[src/rtl/prefetch_responder.sv]
// Memory-side prefetch responder: dedups and queues prefetch addresses, issues one
// memory read at a time, and keeps returned words in a small fully-associative buffer.
module prefetch_responder #(
    parameter int QDEPTH      = 4,
    parameter int BUF_ENTRIES = 8
) (
    input  logic        clk,
    input  logic        rstN,
    input  logic        memRequest,
    input  logic [15:0] requestAddress,
    output logic        memReadReq,
    output logic [15:0] memReadAddr,
    input  logic        memReadAck,
    input  logic        memReadValid,
    input  logic [15:0] memReadData,
    input  logic        lookupValid,
    input  logic [15:0] lookupAddr,
    output logic        lookupHit,
    output logic [15:0] lookupData,
    input  logic        storeValid,
    input  logic [15:0] storeAddr,
    output logic        queueFull,
    output logic [7:0]  dropCount
);
    localparam int QA = (QDEPTH > 1) ? $clog2(QDEPTH) : 1;
    localparam int BA = (BUF_ENTRIES > 1) ? $clog2(BUF_ENTRIES) : 1;

    typedef enum logic [1:0] {IDLE, REQ, WAIT} state_t;

    state_t                 state_q, state_d;
    logic [QA-1:0]          head_q, head_d, tail_q, tail_d;
    logic [QA:0]            count_q, count_d;
    logic [15:0]            q_mem_q [QDEPTH];
    logic [15:0]            q_mem_d [QDEPTH];
    logic [15:0]            inflight_addr_q, inflight_addr_d;
    logic                   inflight_kill_q, inflight_kill_d;
    logic [BUF_ENTRIES-1:0] buf_valid_q, buf_valid_d;
    logic [15:0]            buf_addr_q [BUF_ENTRIES];
    logic [15:0]            buf_addr_d [BUF_ENTRIES];
    logic [15:0]            buf_data_q [BUF_ENTRIES];
    logic [15:0]            buf_data_d [BUF_ENTRIES];
    logic [BA-1:0]          rep_ptr_q, rep_ptr_d;
    logic                   lookup_hit_q, lookup_hit_d;
    logic [15:0]            lookup_data_q, lookup_data_d;
    logic                   queue_full_q, queue_full_d;
    logic [7:0]             drop_count_q, drop_count_d;

    logic        in_flight, dup, pop, push, fill, lk_hit;
    logic [15:0] lk_data;
    logic [QA-1:0] q_off;

    function automatic logic [7:0] sat_inc8(input logic [7:0] v);
        return (v == 8'hFF) ? v : v + 8'd1;
    endfunction

    always_comb begin
        state_d         = state_q;
        head_d          = head_q;
        tail_d          = tail_q;
        count_d         = count_q;
        q_mem_d         = q_mem_q;
        inflight_addr_d = inflight_addr_q;
        inflight_kill_d = inflight_kill_q;
        buf_valid_d     = buf_valid_q;
        buf_addr_d      = buf_addr_q;
        buf_data_d      = buf_data_q;
        rep_ptr_d       = rep_ptr_q;
        drop_count_d    = drop_count_q;
        lk_hit          = 1'b0;
        lk_data         = '0;
        q_off           = '0;
        fill            = 1'b0;

        in_flight = (state_q != IDLE);

        // Dedup and lookup both see the pre-edge queue/buffer contents.
        dup = in_flight && (inflight_addr_q == requestAddress);
        for (int i = 0; i < QDEPTH; i++) begin
            q_off = QA'(i) - head_q;
            if (({1'b0, q_off} < count_q) && (q_mem_q[i] == requestAddress))
                dup = 1'b1;
        end
        for (int i = 0; i < BUF_ENTRIES; i++) begin
            if (buf_valid_q[i] && (buf_addr_q[i] == requestAddress))
                dup = 1'b1;
            if (buf_valid_q[i] && (buf_addr_q[i] == lookupAddr)) begin
                lk_hit  = 1'b1;
                lk_data = lk_data | buf_data_q[i];
            end
        end

        pop  = (state_q == IDLE) && (count_q != '0);
        push = memRequest && !dup && ((count_q != (QA+1)'(QDEPTH)) || pop);
        if (memRequest && !dup && !push)
            drop_count_d = sat_inc8(drop_count_q);

        if (push) begin
            q_mem_d[tail_q] = requestAddress;
            tail_d          = tail_q + 1'b1;
        end
        if (pop)
            head_d = head_q + 1'b1;
        if (push && !pop)
            count_d = count_q + 1'b1;
        else if (pop && !push)
            count_d = count_q - 1'b1;

        if (storeValid) begin
            for (int i = 0; i < BUF_ENTRIES; i++)
                if (buf_addr_q[i] == storeAddr)
                    buf_valid_d[i] = 1'b0;
            if (in_flight && (inflight_addr_q == storeAddr))
                inflight_kill_d = 1'b1;
        end

        case (state_q)
            IDLE: begin
                if (pop) begin
                    inflight_addr_d = q_mem_q[head_q];
                    inflight_kill_d = 1'b0;
                    state_d         = REQ;
                end
            end
            REQ: begin
                if (memReadAck)
                    state_d = WAIT;
            end
            WAIT: begin
                if (memReadValid) begin
                    state_d = IDLE;
                    // A store landing on the fill edge kills the fill as well.
                    fill = !inflight_kill_q && !(storeValid && (storeAddr == inflight_addr_q));
                end
            end
            default: state_d = IDLE;
        endcase

        if (fill) begin
            buf_valid_d[rep_ptr_q] = 1'b1;
            buf_addr_d[rep_ptr_q]  = inflight_addr_q;
            buf_data_d[rep_ptr_q]  = memReadData;
            rep_ptr_d              = rep_ptr_q + 1'b1;
        end

        queue_full_d  = (count_d == (QA+1)'(QDEPTH));
        lookup_hit_d  = lookupValid && lk_hit;
        lookup_data_d = (lookupValid && lk_hit) ? lk_data : '0;
    end

    always_ff @(posedge clk or negedge rstN) begin
        if (!rstN) begin
            state_q         <= IDLE;
            head_q          <= '0;
            tail_q          <= '0;
            count_q         <= '0;
            inflight_kill_q <= 1'b0;
            buf_valid_q     <= '0;
            rep_ptr_q       <= '0;
            lookup_hit_q    <= 1'b0;
            lookup_data_q   <= '0;
            queue_full_q    <= 1'b0;
            drop_count_q    <= '0;
        end else begin
            state_q         <= state_d;
            head_q          <= head_d;
            tail_q          <= tail_d;
            count_q         <= count_d;
            inflight_kill_q <= inflight_kill_d;
            buf_valid_q     <= buf_valid_d;
            rep_ptr_q       <= rep_ptr_d;
            lookup_hit_q    <= lookup_hit_d;
            lookup_data_q   <= lookup_data_d;
            queue_full_q    <= queue_full_d;
            drop_count_q    <= drop_count_d;
        end
    end

    // Payload storage is qualified by control state, so it needs no reset.
    always_ff @(posedge clk) begin
        q_mem_q         <= q_mem_d;
        inflight_addr_q <= inflight_addr_d;
        buf_addr_q      <= buf_addr_d;
        buf_data_q      <= buf_data_d;
    end

    assign memReadReq  = (state_q == REQ);
    assign memReadAddr = (state_q == REQ) ? inflight_addr_q : '0;
    assign lookupHit   = lookup_hit_q;
    assign lookupData  = lookup_data_q;
    assign queueFull   = queue_full_q;
    assign dropCount   = drop_count_q;
endmodule

[config.mk]
export PLATFORM = sky130hd
export DESIGN_NAME = prefetch_responder
export DESIGN_NICKNAME = d
export VERILOG_FILES = /design/src/rtl/prefetch_responder.sv
export SDC_FILE = /design/constraint.sdc
export NUM_CORES = 1
export LEC_CHECK = 0
export CORE_AREA = 4 4 350 180
export CTS_BUF_LIST = sky130_fd_sc_hd__clkbuf_16
export CTS_CLUSTER_SIZE = 28
export DETAILED_ROUTE_END_ITERATION = 7
export DIE_AREA = 0 0 354 184
export PLACE_DENSITY_LB_ADDON = 0.1
export SYNTH_ARGS = -nofsm -noshare
export SYNTH_HDL_FRONTEND = slang
export SYNTH_SLANG_ARGS = --single-unit
export TNS_END_PERCENT = 20
[constraint.sdc]
create_clock -name clk -period 4.6 [get_ports clk]
set_clock_uncertainty 0.1 [all_clocks]
set_input_delay 0.69 -clock clk [delete_from_list [all_inputs] [get_ports clk]]
set_output_delay 0.69 -clock clk [all_outputs]
set_load 0.01 [all_outputs]
* Yosys cells after proc, flatten, opt, wreduce, memory -nomap -nowiden *
Index checks and enable logic that the tools add are counted.

word-level totals
  input port bits = 71
  output and inout bits = 43
  register bits = 383
  word-level logic and storage cells = 214

operators by class
  add/sub/neg operators = 10
  bitwise gates (word level) = 12
  eq/ne operators = 39
  magnitude comparators = 11
  mux-type cells = 64
  reduce and logical (&&, ||, !) cells = 46

operators with widths
  cell                                          count
  equality test 16 bit                          31
  bitwise mux 128 bit                           2
  2-to-1 mux 16 bit                             14
  OR 16 bit                                     7
  bitwise mux 64 bit                            1
  demux 16 bit (select 3 bit)                   1
  2-to-1 mux 1 bit                              35
  logical AND 1 bit                             34
  binary-select mux 16 bit (select 2 bit)       1
  demux 16 bit (select 2 bit)                   1
  2-to-1 mux 8 bit                              2
  less-than comparator 2 x 3 -> 1 bit           4
  adder 8 x 1 -> 8 bit (second input constant)  1
  equality test 8 bit (second input constant)   1
  OR 8 bit                                      1
  adder 3 x 1 -> 3 bit (second input constant)  2
  >= comparator 3 bit (second input constant)   2
  2-to-1 mux 2 bit                              3
  2-to-1 mux 3 bit                              2
  inverter 2 -> 3 bit                           2
  one-hot mux 2 bit (3 select lines)            1
  logical NOT 1 bit                             5
  adder 2 x 1 -> 2 bit (second input constant)  2
  >= comparator 4 bit (second input constant)   1
  other kinds (22)                              26

* Longest topological paths before layout *
Gate-level depths: netlist of run 1.

  depth in word-level cells = 23
  gate-level depth with buffers = 15
  gate-level depth less buffers = 11

* Worst setup path before layout of run 1 *
No wires, ideal clock.

  path kind = input -> register
  start = input port storeAddr[13]
  end = register buf_addr_q[100] (netlist bit), enable pin
  required time = 4037 ps
  stages on the path = 8
  setup slack = -491 ps
  library setup time = 463 ps
  arrival time = 4528 ps
  path buffers = 1
  cell sequence = clkbuf_1 xnor2_1 nand4_1 nor4_1 nand3_1 nor4bb_1 nand2_1 nor3_1

on the way
  longest elaborated chain between the ends = 6

RTL lines
  item                    RTL line  RTL
  start: declaration      21        input logic [15:0] storeAddr,
  equality test 16 bit    132       fill = !inflight_kill_q && !(storeValid && (storeAddr == inflight_addr_q));
  logical AND 1 bit       132
  logical NOT 1 bit       132
  logical AND 1 bit       132
  2-to-1 mux 1 bit        129       if (memReadValid) begin
  2-to-1 mux 1 bit        116       case (state_q)
  end signal: assignment  182       buf_addr_q <= buf_addr_d;
  end: declaration        38        logic [15:0] buf_addr_q [BUF_ENTRIES];

No other way between the ends.
A chain may end at the register's enable or synchronous reset.

* Final worst setup path of run 1 *
  start = register head_q[0]
  end = register drop_count_q[1], in the netlist dropCount[1]

on the way
  longest elaborated chain between the ends = 21
  elaborated cells on any way between the ends = 30
  classes of those cells = add/sub (4); order compare (4); mux (12); reduce/logical (10)

RTL lines
  item                                    RTL line  RTL
  start: declaration                      31        logic [QA-1:0] head_q, head_d, tail_q, tail_d;
  start signal: assignment                153       head_q <= '0;
  start signal: assignment                165       head_q <= head_d;
  subtractor 1 x 2 -> 2 bit               79        q_off = QA'(i) - head_q;
  less-than comparator 2 x 3 -> 1 bit     80        if (({1'b0, q_off} < count_q) && (q_mem_q[i] == requestAddress))
  logical AND 1 bit                       80
  2-to-1 mux 1 bit (3 in a row)           80
  2-to-1 mux 1 bit *                      80
  2-to-1 mux 1 bit * (8 in a row)         84        if (buf_valid_q[i] && (buf_addr_q[i] == requestAddress))
  logical NOT 1 bit *                     93, 94
  logical AND 1 bit *                     93, 94
  logical AND 1 bit                       93        push = memRequest && !dup && ((count_q != (QA+1)'(QDEPTH)) || pop);
  logical NOT 1 bit                       94        if (memRequest && !dup && !push)
  logical AND 1 bit *                     94
  AND reduction 2 bit (no source line) *  --
  end signal: assignment                  174       drop_count_q <= drop_count_d;
  end: declaration                        46        logic [7:0] drop_count_q, drop_count_d;

Every way passes the cells marked *; elsewhere a longest branch is shown, timed or not.

==> reports/metrics.yaml, run 1 <==
outcome:
  status: "completed"
floorplan:
  pin_count: 114
  dieArea_mm2: 0.06514
  rows: 64
  core_mm2: 0.06014
  die_w_um: 354
  start_util_pct: 31.61
  die_y_um: 184
synth:
  avgSynthCellArea_um2: 13.94
  yosysUniqueCellTypes: 43
  async_flop_share_pct: 12.27
  synth_flop_cell: "edfxtp_1"
  yosys_warnings: 0
  synth_edf_count: 336
  synth_nets: 1448
  synth_cells: 1364
  ys_ff_latch: 383
  synth_seq_area_share_pct: 59.26
  netlist_area_mm2: 0.01901
worst_setup_path:
  reg2regPathDepth: 9
  critPathCaptureType: "flop"
  worstReg2RegStart: "head_q[0]"
  crit_chain: "buf_4, nand2b_1, a21oi_1, nor2_1, o22ai_1, or4_1, or3_1, a311oi_4, mux2_2"
  critPathMaxFanout: 21
  cp_top_family: "simple AND/OR/NAND/NOR gates"
  critical-path-max-stage-delay_ns: 0.71
  start_kind: "flop"
  worst-path-stages: 9
  ff2ff_setup_slack_ns: 0.71
  crit_arrival_ns: 4.25
  cp.required_ns: 4.96
  cp_num_buf_inv: 1
  slowest_stage: "or4_1"
  critical_path_class: "flop to flop"
  r2r_end: "dropCount[1]"
sta:
  fin_tns_setup_ns: 0
  clock.fmax_ghz: 0.2569
  finalSetupViolCount: 0
  finalCritPeriodShare_pct: 84.61
  maxSlewHeadroom_pct: 28.93
  final_max_slew_viol_count: 0
  hold_viol_final: 0
  layout_min_cycle_time_ns: 3.892
  setup_slack_ns: 0.7080
  grt_setup_unrepaired: "false"
  tightest_slew_ns: 1.064
  hold_slack_ns: 0.1388
drt:
  viasPerCell: 5.262
  postRouteAntennaNets: 0
  drt-initial-drc-count: 1637
  drc: 0
  vias: 12624
  first_pass_iters: 5
  wl_per_cell_um: 31.14
  wl_mm: 74.71
cells_and_area:
  mostFrequentLayoutCells: "336 x edfxtp_1, 295 x xnor2_1, 199 x xor2_1, 112 x clkdlybuf4s50_1, 87 x buf_4"
  final_common_cell: "edfxtp_1"
  multi_input_area_mm2: 0.007263
  post_layout_nonfiller_instances: 2399
  final_nets: 1627
  syn_to_final_growth_pct: 21.21
  diodes: 0
  fillCellCount: 5708
  drive_gt1_share_pct: 12.90
  regArea_mm2: 0.01127
clock_network:
  clock_sinks: 383
  cts_setup_buffers: 0
  cts_tree: "yes"
  cts_hold_buf: 0
  clock_path_buffers: 3
  cts_buffers: 40
  cts_max_level: 2
  root_buffer: "clkbuf_16"
  clock_latency_ns: 0.57
  cts_resized: 0
  clkTransAtPathRegs_ns: 0.06
grt:
  overflow: 0
  grt_max_degree: 34
  grt.total_usage_pct: 22.67
  grt_pass1_wl_mm: 102.8
  grt_pass1_vias: 12348
  antenna_found_initial: 2
pwr:
  powerDensity_mw_per_mm2: 473.1
  p_leak_nw: 7.484
  vdd_drop_max_v: 0.0002329
  total_power_mw: 10.90
placed_design:
  portBuffers: 113
  post-place-cells: 2326
  hpwlAfterDp_mm: 54.36
  gp_congestion: 1.001
  dp_slack_ns: 0.2912
flow_run:
  drv_cap: 0
min_path:
  hold_path.class: "input pin to asynchronous set/reset pin"
## cells by family after synthesis
kind of cell / after synthesis / synth area share, %
xor gates and xnor gates: 494 / 22.76
DFF: 383 / 59.26
and+or+nand+nor: 249 / 7.490
AOI/OAI and AO/OA: 114 / 4.502
buffers and inverters: 93 / 3.120
muxes: 18 / 2.014
adders and majority gates: 13 / 0.8556
## routing by layer
metal,up-vias,routed length [um],GRT usage [%]
met3,65,9275,8.645
met2,693,26930,27.75
met5,-,0,0
li1,5371,-,-
met4,0,834,3.171
met1,6495,37670,37.02
## cell usage after synthesis, drive strengths merged, types with 2 or more instances
cell    instances  area (um2)
xor2          199        1743
edfxtp        336       10090
a31oi          17       106.4
or4             3       22.52
mux4           16       360.4
a22oi          32       240.2
o22ai           4       25.02
nand2b          5       31.28
a21o            9       67.56
o21ai           9       45.04
nand4          70       437.9
nand2          22       82.58
dfrtp          47        1176
nor4           60       375.4
nand3          33       165.2
and3            3       18.77
o311ai          2       17.52
xnor2         295        2584
a22o           16       140.1
mux2            2       22.52
ha             13       162.7
buf            38       386.6
nor3           19       95.09
and2           20       125.1
inv            11       41.29
nor2            9       33.78
clkbuf         44       165.2
a221oi         16       140.1
a21oi           6       30.03
## flip-flops by register name, indices dropped and copies added (netlist names), 3 cells and up
name             flops
buf_addr_q         128
buf_data_q         128
q_mem_q             64
inflight_addr_q     16
lookupData          16
buf_valid_q          8
dropCount            8
count_q              3
rep_ptr_q            3
## through the flow
step / utilization, % / instance area [um2]
global route: 38.32 / 23040
CTS: 38.32 / 23040
floorplan: - / 19020
global placement: 36.19 / 21760
detailed placement: 36.19 / 21760
finish: 38.32 / 23040
## how the worst max path moves through the flow
stage | start | to | slack, ns
final | head_q[0] | dropCount[1] | 0.71
after global routing | head_q[0] | dropCount[4] | 0.49
after CTS | head_q[0] | dropCount[1] | 0.68
after detailed placement | requestAddress[10] | dropCount[1] | 0.29
after global placement | requestAddress[13] | dropCount[1] | 0.32
after floorplan | storeAddr[13] | buf_addr_q[112] | -0.49
## cell type report
class / count / area share [%]
clock inverters: 32 / 1.108
clock buffers: 41 / 4.452
repair buffers: 219 / 9.372
well taps: 825 / 4.480
flip-flops and latches: 383 / 48.89
multi-input cells: 888 / 31.52
inverters: 11 / 0.1792
## where the power goes
| group | switching (mW) | internal (mW) | total (mW) |
|---|---|---|---|
| sequential | 0.580 | 4.42 | 5.00 |
| clock | 1.46 | 1.80 | 3.27 |
| combinational | 1.58 | 1.05 | 2.64 |
Note: power is estimated with default switching activity, not from simulation.
==> inputs of run 2 (changes only) <==
==> constraint.sdc (replaced) <==
create_clock -name clk -period 3.4 [get_ports clk]
set_clock_uncertainty 0.1 [all_clocks]
set_input_delay 0.51 -clock clk [delete_from_list [all_inputs] [get_ports clk]]
set_output_delay 0.51 -clock clk [all_outputs]
set_load 0.01 [all_outputs]
==> run 2 against run 1 <==
  * Die area unchanged
  * Total power is 43% higher
  * Global-route usage increased by 0.54 points
==> reports/metrics.yaml, run 2 (synthesis gave the netlist of run 1 again) <==
outcome:
  status: "completed"
grt:
  antenna_found_initial: 2
  grt_pass1_vias: 12677
  overflow: 0
  grt.total_usage_pct: 23.21
  grt_max_degree: 48
  grt_pass1_wl_mm: 105.1
pwr:
  p_seq_share_pct: 42.4
  pwr-share-clk_pct: 30.3
  p_sw_mw: 5.056
  vdd_drop_max_v: 0.0003296
  swShare_pct: 32.32
  comb_power_share_pct: 27.2
  powerDensity_mw_per_mm2: 636.9
  p_leak_nw: 8.277
  total_power_mw: 15.64
  internal_power_mw: 10.59
drt:
  drt-initial-drc-count: 1902
  drc: 0
  vias: 13253
  viasPerCell: 5.274
  wl_per_cell_um: 30.60
  wl_mm: 76.91
  postRouteAntennaNets: 0
  first_pass_iters: 5
placed_design:
  dp_slack_ns: -0.6554
  portBuffers: 113
  hpwlAfterDp_mm: 57.42
  place_area_mm2: 0.02302
  gp_congestion: 0.9323
floorplan:
  dieArea_mm2: 0.06514
  start_util_pct: 31.61
  die_y_um: 184
  core_mm2: 0.06014
  pin_count: 114
  die_w_um: 354
  rows: 64
cells_and_area:
  final_common_cell: "edfxtp_1"
  fin_area_mm2: 0.02456
  syn_to_final_growth_pct: 29.19
  mostFrequentLayoutCells: "336 x edfxtp_1, 293 x xnor2_1, 199 x xor2_1, 167 x buf_4, 112 x clkdlybuf4s50_1"
  final_nets: 1742
  fillCellCount: 5536
  regArea_mm2: 0.01127
  multi_input_area_mm2: 0.007378
  top_regs: "buf_addr_q x128, buf_data_q x128, q_mem_q x64"
  diodes: 0
  fin_util_pct: 40.84
  drive_gt1_share_pct: 19.96
clock_network:
  cts_max_level: 2
  clock_path_buffers: 3
  root_buffer: "clkbuf_16"
  cts_buffers: 39
  clkTransAtPathRegs_ns: 0.06
  clock_latency_ns: 0.57
  cts_tree: "yes"
  clock_sinks: 383
sta:
  final_max_slew_viol_count: 0
  maxSlewHeadroom_pct: 43.83
  tightest_slew_ns: 0.8425
  clock.fmax_ghz: 0.2984
  finalSetupViolCount: 0
  setup_slack_ns: 0.04866
  grt_setup_unrepaired: "true"
  hold_viol_final: 0
  finalCritPeriodShare_pct: 98.57
  fin_tns_setup_ns: 0
  layout_min_cycle_time_ns: 3.351
min_path:
  hold_path_depth: 1
  hold_path.class: "flop to flop"
flow_run:
  drv_cap: 0
worst_setup_path:
  slowest_stage: "or4_4"
  critPathMaxFanout: 11
  critPathCaptureType: "flop"
  critical_path_class: "input pin to flop"
  start_kind: "input pin"
  reg2regPathDepth: 12
  crit_chain: "clkdlybuf4s50_1, buf_12, xor2_1, nor4_1, nand4_1, o22ai_4, or4_4, or3_4, a311oi_4, buf_6, mux2_4"
  critical-path-max-stage-delay_ns: 0.58
  crit_arrival_ns: 3.69
  cp.required_ns: 3.74
run 2: path summary, 6_finish.rpt:
path                                    from              to  slack (ns)
hold reg to reg                 dropCount[5]    dropCount[5]        0.39
setup reg to reg                   head_q[0]    dropCount[1]        0.09
hold / removal                  dropCount[5]    dropCount[5]        0.39
setup / recovery           requestAddress[5]    dropCount[1]        0.05
min in group asynchronous               rstN  buf_valid_q[2]        0.45
max in group asynchronous               rstN      count_q[1]        2.13
run 2: stage by stage:
stage / std cells / hold WS [ns]
2_1_floorplan: 1364 / 0.1144
3_5_place_dp: 2436 / 0.3939
4_1_cts: 2509 / 0.4017
6_report: 2513 / 0.3903
5_1_grt: 2513 / 0.4199
3_3_place_gp: 2436 / 0.3859
run 2: metal layers:
| layer | track usage, % | vias to the layer above | wire length, um |
|---|---|---|---|
| li1 | - | 5602 | - |
| met1 | 38.72 | 6811 | 39050 |
| met2 | 28.23 | 761 | 27520 |
| met3 | 7.683 | 79 | 9394 |
| met4 | 3.432 | 0 | 938 |
| met5 | 0 | - | 0 |
run 2: area by class of cell:
| cell class | instances | share of cell area (%) |
|---|---|---|
| timing repair buffer | 335 | 14.09 |
| multi-input combinational | 888 | 30.04 |
| clock inverter | 31 | 1.554 |
| inverter | 11 | 0.1681 |
| clock buffer | 40 | 4.076 |
| sequential | 383 | 45.87 |
| tap | 825 | 4.203 |
run 2: repair_timing:
| item | in CTS | in global routing |
|---|---|---|
| hold buffers | 1 | 0 |
| gates resized for setup | 9 | 15 |
| setup endpoints to repair | 59 | 249 |
| hold endpoints to repair | 27 | 0 |
| setup buffers | 1 | 4 |
| pin swaps | 4 | 12 |
run 2: worst max-delay path: cells and delay by family:
family	cells	cell delay, ns
and+or+nand+nor	4	1.32
muxes	1	0.30
AOI/OAI and AO/OA	2	0.39
xor gates and xnor gates	1	0.31
buffers and inverters	3	0.85
run 2: power by group through the flow:
stage	sequential [mW]	clock, mW	combinational, mW
floorplan	6.51	0	1.80
global placement	6.72	0	4.10
detailed placement	6.71	0	4.08
CTS	6.62	4.85	4.12
global route	6.66	5.06	4.51
finish	6.64	4.75	4.26
